==> config.mk <==
export PLATFORM = sky130hd
export DESIGN_NAME = motor_step_ctrl_flat
export DESIGN_NICKNAME = d
export VERILOG_FILES = /design/src/rtl/motor_step_ctrl_if.sv /design/src/rtl/motor_step_ctrl.sv /design/src/flat_wrapper.sv
export SDC_FILE = /design/constraint.sdc
export NUM_CORES = 1
export LEC_CHECK = 0
export BUFFER_PORTS_ARGS = -buffer_cell sky130_fd_sc_hd__buf_2
export CAP_MARGIN = 5
export CORE_MARGIN = 3
export CORE_UTILIZATION = 50
export DETAILED_ROUTE_END_ITERATION = 8
export PLACE_DENSITY = 0.74
export SYNTH_ARGS = -nofsm -noshare
export SYNTH_HDL_FRONTEND = slang
export SYNTH_SLANG_ARGS = --single-unit
==> constraint.sdc <==
create_clock -name clk -period 3.54 [get_ports clk]
set_clock_uncertainty 0.15 [all_clocks]
set_input_delay 0.885 -clock clk [delete_from_list [all_inputs] [get_ports clk]]
set_output_delay 0.885 -clock clk [all_outputs]
set_load 0.05 [all_outputs]
==> src/rtl/motor_step_ctrl_if.sv <==
// motor_step_ctrl_if: entry-stage commit inputs and motor driver outputs of motor_step_ctrl
//   master: drives Value/Motor/Lock, observes Step/Dir/Busy/Done/Reject/Pos
//   slave : the step controller
interface motor_step_ctrl_if #(
  parameter int NUM_MOTORS = 6,
  parameter int POS_W      = 10
);
  logic [POS_W-1:0]      Value;
  logic [2:0]            Motor;
  logic                  Lock;
  logic [NUM_MOTORS-1:0] Step;
  logic [NUM_MOTORS-1:0] Dir;
  logic                  Busy;
  logic                  Done;
  logic                  Reject;
  logic [POS_W-1:0]      Pos;
  modport master (output Value, Motor, Lock, input Step, Dir, Busy, Done, Reject, Pos);
  modport slave  (input Value, Motor, Lock, output Step, Dir, Busy, Done, Reject, Pos);
endinterface

==> src/rtl/motor_step_ctrl.sv <==
// motor_step_ctrl: moves one of NUM_MOTORS stepper channels to a committed absolute target
//   clk, rst_n      : clock, asynchronous active-low reset
//   bus.Value/Motor : target position and motor index, latched when Lock falls
//   bus.Step/Dir    : one-hot step pulses and per-motor direction (1 = increasing)
//   bus.Busy/Done   : move in progress / one-cycle completion pulse
//   bus.Reject      : one-cycle pulse for a commit that was discarded
//   bus.Pos         : tracked position of the motor currently selected by Motor
module motor_step_ctrl #(
  parameter int NUM_MOTORS = 6,
  parameter int POS_W      = 10,
  parameter int STEP_DIV   = 50000
) (
  input logic             clk,
  input logic             rst_n,
  motor_step_ctrl_if.slave bus
);
  localparam int CW = $clog2(STEP_DIV + 1);
  typedef enum logic [2:0] {IDLE, LOAD, HIGH, LOW, FIN} state_t;
  state_t           state;
  logic             lock_d;
  logic [POS_W-1:0] tgt;
  logic [2:0]       idx;
  logic [CW-1:0]    cnt;
  logic [POS_W-1:0] pos [NUM_MOTORS];
  logic             commit;
  logic             motor_ok;
  logic [POS_W-1:0] val_c;
  assign commit   = lock_d & ~bus.Lock;
  assign motor_ok = int'(bus.Motor) < NUM_MOTORS;
  assign val_c    = bus.Value > POS_W'(999) ? POS_W'(999) : bus.Value;
  assign bus.Pos  = motor_ok ? pos[bus.Motor] : '0;
  // HIGH is entered with cnt=0 from LOAD so the first Step edge trails Dir by one
  // cycle; re-entry from LOW raises Step on the transition with cnt=1.
  always_ff @(posedge clk or negedge rst_n)
    if (!rst_n) begin
      state      <= IDLE;
      lock_d     <= 1'b0;
      tgt        <= '0;
      idx        <= '0;
      cnt        <= '0;
      bus.Step   <= '0;
      bus.Dir    <= '0;
      bus.Busy   <= 1'b0;
      bus.Done   <= 1'b0;
      bus.Reject <= 1'b0;
      for (int i = 0; i < NUM_MOTORS; i++) pos[i] <= '0;
    end else begin
      lock_d     <= bus.Lock;
      bus.Reject <= commit & (bus.Busy | ~motor_ok);
      bus.Done   <= 1'b0;
      case (state)
        IDLE: if (commit && motor_ok) begin
          tgt      <= val_c;
          idx      <= bus.Motor;
          bus.Busy <= 1'b1;
          state    <= LOAD;
        end
        LOAD: if (pos[idx] == tgt) begin
          bus.Done <= 1'b1;
          state    <= FIN;
        end else begin
          bus.Dir[idx] <= tgt > pos[idx];
          cnt          <= '0;
          state        <= HIGH;
        end
        HIGH: if (cnt == '0) begin
          bus.Step[idx] <= 1'b1;
          cnt           <= CW'(1);
        end else if (cnt == CW'(STEP_DIV)) begin
          bus.Step[idx] <= 1'b0;
          pos[idx]      <= bus.Dir[idx] ? pos[idx] + 1'b1 : pos[idx] - 1'b1;
          cnt           <= CW'(1);
          state         <= LOW;
        end else cnt <= cnt + 1'b1;
        LOW: if (cnt != CW'(STEP_DIV)) cnt <= cnt + 1'b1;
        else if (pos[idx] == tgt) begin
          bus.Done <= 1'b1;
          state    <= FIN;
        end else begin
          bus.Step[idx] <= 1'b1;
          cnt           <= CW'(1);
          state         <= HIGH;
        end
        FIN: begin
          bus.Busy <= 1'b0;
          state    <= IDLE;
        end
        default: state <= IDLE;
      endcase
    end
endmodule

==> src/flat_wrapper.sv <==
// flat-port wrapper written by rule: the top's interface ports become plain ports
module motor_step_ctrl_flat 
#(
  parameter int NUM_MOTORS = 6,
  parameter int POS_W      = 10,
  parameter int STEP_DIV   = 50000
)
  (clk, rst_n, bus_Value, bus_Motor, bus_Lock, bus_Step, bus_Dir, bus_Busy, bus_Done, bus_Reject, bus_Pos);
  motor_step_ctrl_if #(.NUM_MOTORS(NUM_MOTORS), .POS_W(POS_W)) bus_i ();
  input logic clk;
  input logic rst_n;
  input wire logic [$bits(bus_i.Value)-1:0] bus_Value;
  input wire logic [$bits(bus_i.Motor)-1:0] bus_Motor;
  input wire logic [$bits(bus_i.Lock)-1:0] bus_Lock;
  output wire logic [$bits(bus_i.Step)-1:0] bus_Step;
  output wire logic [$bits(bus_i.Dir)-1:0] bus_Dir;
  output wire logic [$bits(bus_i.Busy)-1:0] bus_Busy;
  output wire logic [$bits(bus_i.Done)-1:0] bus_Done;
  output wire logic [$bits(bus_i.Reject)-1:0] bus_Reject;
  output wire logic [$bits(bus_i.Pos)-1:0] bus_Pos;
  assign bus_i.Value = bus_Value;
  assign bus_i.Motor = bus_Motor;
  assign bus_i.Lock = bus_Lock;
  assign bus_Step = bus_i.Step;
  assign bus_Dir = bus_i.Dir;
  assign bus_Busy = bus_i.Busy;
  assign bus_Done = bus_i.Done;
  assign bus_Reject = bus_i.Reject;
  assign bus_Pos = bus_i.Pos;
  motor_step_ctrl #(.NUM_MOTORS(NUM_MOTORS), .POS_W(POS_W), .STEP_DIV(STEP_DIV)) u_core (.clk(clk), .rst_n(rst_n), .bus(bus_i));
endmodule
==> results.json <==
{
  "maxCapViolCount": 0,
  "yosys.area_share.xor_xnor_pct": 1.43,
  "yosys.area_share.adder_pct": 4.40,
  "top_area_cell_type_share_of_the_netlist_area_pct": 44.0,
  "drt_drc_violations_left": 0,
  "standby_leakage_power_nw": 3.60,
  "overflow": 0,
  "post_synth_and_or_nand_nor_area_fraction_pct": 11.6,
  "worst_ir_drop_vdd_uv": 242,
  "synth.ff_latch_count": 108,
  "core_um2": 11700,
  "crit_family": "compound AO/OA/AOI/OAI gates",
  "worstPathArrival_ns": 3.50,
  "htree_levels": 3,
  "post-route-min-period_ns": 3.41,
  "worst_slew_pin_slew_ns": 1.17,
  "synth_enable_flop_cells": 0,
  "timing.reg2reg.setup_slack_ns": 0.13,
  "numClockSinks": 108,
  "vias": 4930,
  "nature_of_the_critical_path_endpoint": "flip-flop",
  "routed_wirelength_um": 16000,
  "area_delta_synth_final_pct": 17.4,
  "fp.dieArea_um2": 13700,
  "timing.hold.worst.class": "flip-flop to flip-flop",
  "post_route_cells_drive_above_1_share_pct": 31.4,
  "power_per_cell_area_nw_per_um2": 315,
  "report.final.slew_viol_count": 0,
  "largest_net_degree_at_the_start_of_global_routing": 57,
  "finalHoldViolations": 0,
  "r2r.worst_path.cells": 10,
  "buffer_ports.inserted": 40,
  "die_h_um": 117,
  "status": "complete, no violations",
  "netlist_instances": 590,
  "cts_root_buf": "sky130_fd_sc_hd__clkbuf_16",
  "data_required_time_at_the_worst_endpoint_ns": 3.63,
  "postSynthNetCount": 627,
  "global_route.usage.total_pct": 24.8,
  "clkLatencyLatePin_ns": 0.37,
  "initial_utilization_pct": 52.5,
  "synth_top_cells_by_count": "sky130_fd_sc_hd__dfrtp_1, sky130_fd_sc_hd__nand2_1, sky130_fd_sc_hd__mux2_2",
  "route.antenna.remaining_nets": 0,
  "final_core_utilization_pct": 61.6,
  "synth_cell_type_count": 65,
  "synth_largest_area_cell": "sky130_fd_sc_hd__dfrtp_1",
  "synth_sequential_area_ratio_pct": 44.0,
  "synth_top_cells_by_area": "sky130_fd_sc_hd__dfrtp_1, sky130_fd_sc_hd__mux2_2, sky130_fd_sc_hd__ha_1",
  "synthArstFlopShare_pct": 100,
  "ios": 41,
  "grt_setup_unrepaired": "no",
  "place_congestion": 0.941,
  "layout_setup_ws_ns": 0.133,
  "mapped_cell_area_um2": 6150,
  "timing_limited_maximum_frequency_mhz": 294,
  "clockBufferDepth": 2,
  "cp_slowest_cell": "sky130_fd_sc_hd__mux4_2",
  "design.final.nets": 698,
  "worst_hold_depth": 1,
  "yosysMostFrequentCell": "sky130_fd_sc_hd__dfrtp_1",
  "cp_cell_sequence": "mux4_2, a21oi_2, ha_2, nor2b_1, o21a_1, o21ai_1, a211o_1, o311ai_0, buf_4, mux2_1",
  "synthMuxAreaShare_pct": 18.1,
  "postSynth.topFlopCell": "sky130_fd_sc_hd__dfrtp_1",
  "startpoint": "u_core.idx[0]$_DFFE_PN0P_",
  "grt_pass1_wl_um": 25700,
  "antenna_found_initial": 0,
  "critical_path.max_fanout": 10,
  "fp.dieW_um": 117,
  "critPathBufInv": 1,
  "slew_headroom_pct": 21.5,
  "place_hpwl_um": 11600,
  "regToRegStartpoint": "u_core.idx[0]$_DFFE_PN0P_",
  "floorplan.rows": 39,
  "syn_avg_cell_area_um2": 10.4,
  "cts_tree": "yes",
  "synth_top_family_by_area": "multiplexers",
  "synth.yosys.warnings": 0,
  "worstReg2RegEnd": "u_core.pos[26]$_DFFE_PN0P_",
  "vias_per_cell": 6.09,
  "worst-setup-path-type": "flip-flop to flip-flop",
  "number_of_design_rule_violations_left_by_the_first_detailed_router_iteration": 436,
  "drt_pre_antenna_iters": 5,
  "fin_tns_setup_ns": 0,
  "finalPower_mw": 2.27,
  "detail_route.wl_per_cell_um": 19.8,
  "antenna-diode-count": 0,
  "setup.worst_path.start_class": "flip-flop",
  "total_of_endpoints_with_negative_setup_slack_in_the_final_report": 0,
  "placement.setup.worst_slack_ns": -0.109,
  "cts_bufs_inserted": 9,
  "clk_transition_reported_paths_ns": 0.07,
  "number_of_hold_buffers_added_after_cts": 0,
  "synth_compound_gate_area_share_pct": 15.8,
  "cpPeakStageDelay_ns": 0.54,
  "min_period_over_period_pct": 96.2,
  "grt_pass1_vias": 4892
}
[metal layers]
metal | track usage (%) | share of wire [%] | routed length (um)
met1 | 34.5 | 45 | 7220
met2 | 39.3 | 47 | 7620
met3 | 5.40 | 5.9 | 941
met4 | 7.49 | 1.7 | 272
met5 | 0 | 0 | 0
[final cells by class]
cell class	instances	area [um2]
Clock inverter	7	52.6
Sequential cell	108	2710
Inverter	39	146
Fill cell	961	4490
Tap cell	143	179
Clock buffer	9	225
Multi-Input combinational cell	415	3290
Timing Repair Buffer	88	613
[worst max-delay path by stage]
stage                            endpoint  slack [ns]  depth (start not counted)
6_report       u_core.pos[26]$_DFFE_PN0P_        0.13                         10
5_1_grt        u_core.pos[26]$_DFFE_PN0P_       0.009                         10
4_1_cts        u_core.pos[26]$_DFFE_PN0P_        0.03                         13
3_5_place_dp   u_core.pos[19]$_DFFE_PN0P_       -0.11                         13
3_3_place_gp   u_core.pos[19]$_DFFE_PN0P_       -0.01                         12
2_1_floorplan  u_core.pos[19]$_DFFE_PN0P_        0.01                         15
[report_power, final]
group	switching (mW)	internal, mW	leakage, nW
sequential	0.000241	1.23	1.46
clock	0.488	0.481	0.129
combinational	0.0491	0.0226	2.01
[cell families after synthesis]
family / Yosys count
buf+inv: 67
xor+xnor: 10
mux: 90
flops: 108
simple gates: 141
fa+ha+maj: 21
compound gates: 153
[stage by stage]
stage | hold WS [ns] | cell area, um2 | instances
5_1_grt | 0.370 | 7220 | 809
3_5_place_dp | 0.328 | 6850 | 793
2_1_floorplan | 0.313 | 6210 | 590
3_3_place_gp | 0.323 | 6850 | 793
4_1_cts | 0.349 | 7150 | 809
6_report | 0.346 | 7220 | 809
[sequential cells by signal, summed over array words and instances (netlist names), named ones only]
register	count
u_core.tgt	10
u_core.cnt	16
u_core.bus.Busy	1
u_core.lock_d	1
u_core.bus.Reject	1
u_core.state	3
u_core.pos	60
u_core.idx	3
u_core.bus.Done	1
u_core.bus.Dir	6
[cell usage in the layout (no fill, tap or decap), drive strengths merged, types with 20 or more instances in the layout]
cell / n
a21oi: 37
mux2: 58
dfrtp: 108
ha: 20
inv: 40
o21ai: 40
mux2i: 21
buf: 88
nor2: 32
nand2: 54
[what timing repair did]
action / in CTS / in global routing
gates cloned: 0 / 0
buffers inserted: 0 / 0
gates resized for setup: 6 / 17
endpoints found under the setup margin: 25 / 56
(Power assumes the default switching activity.)
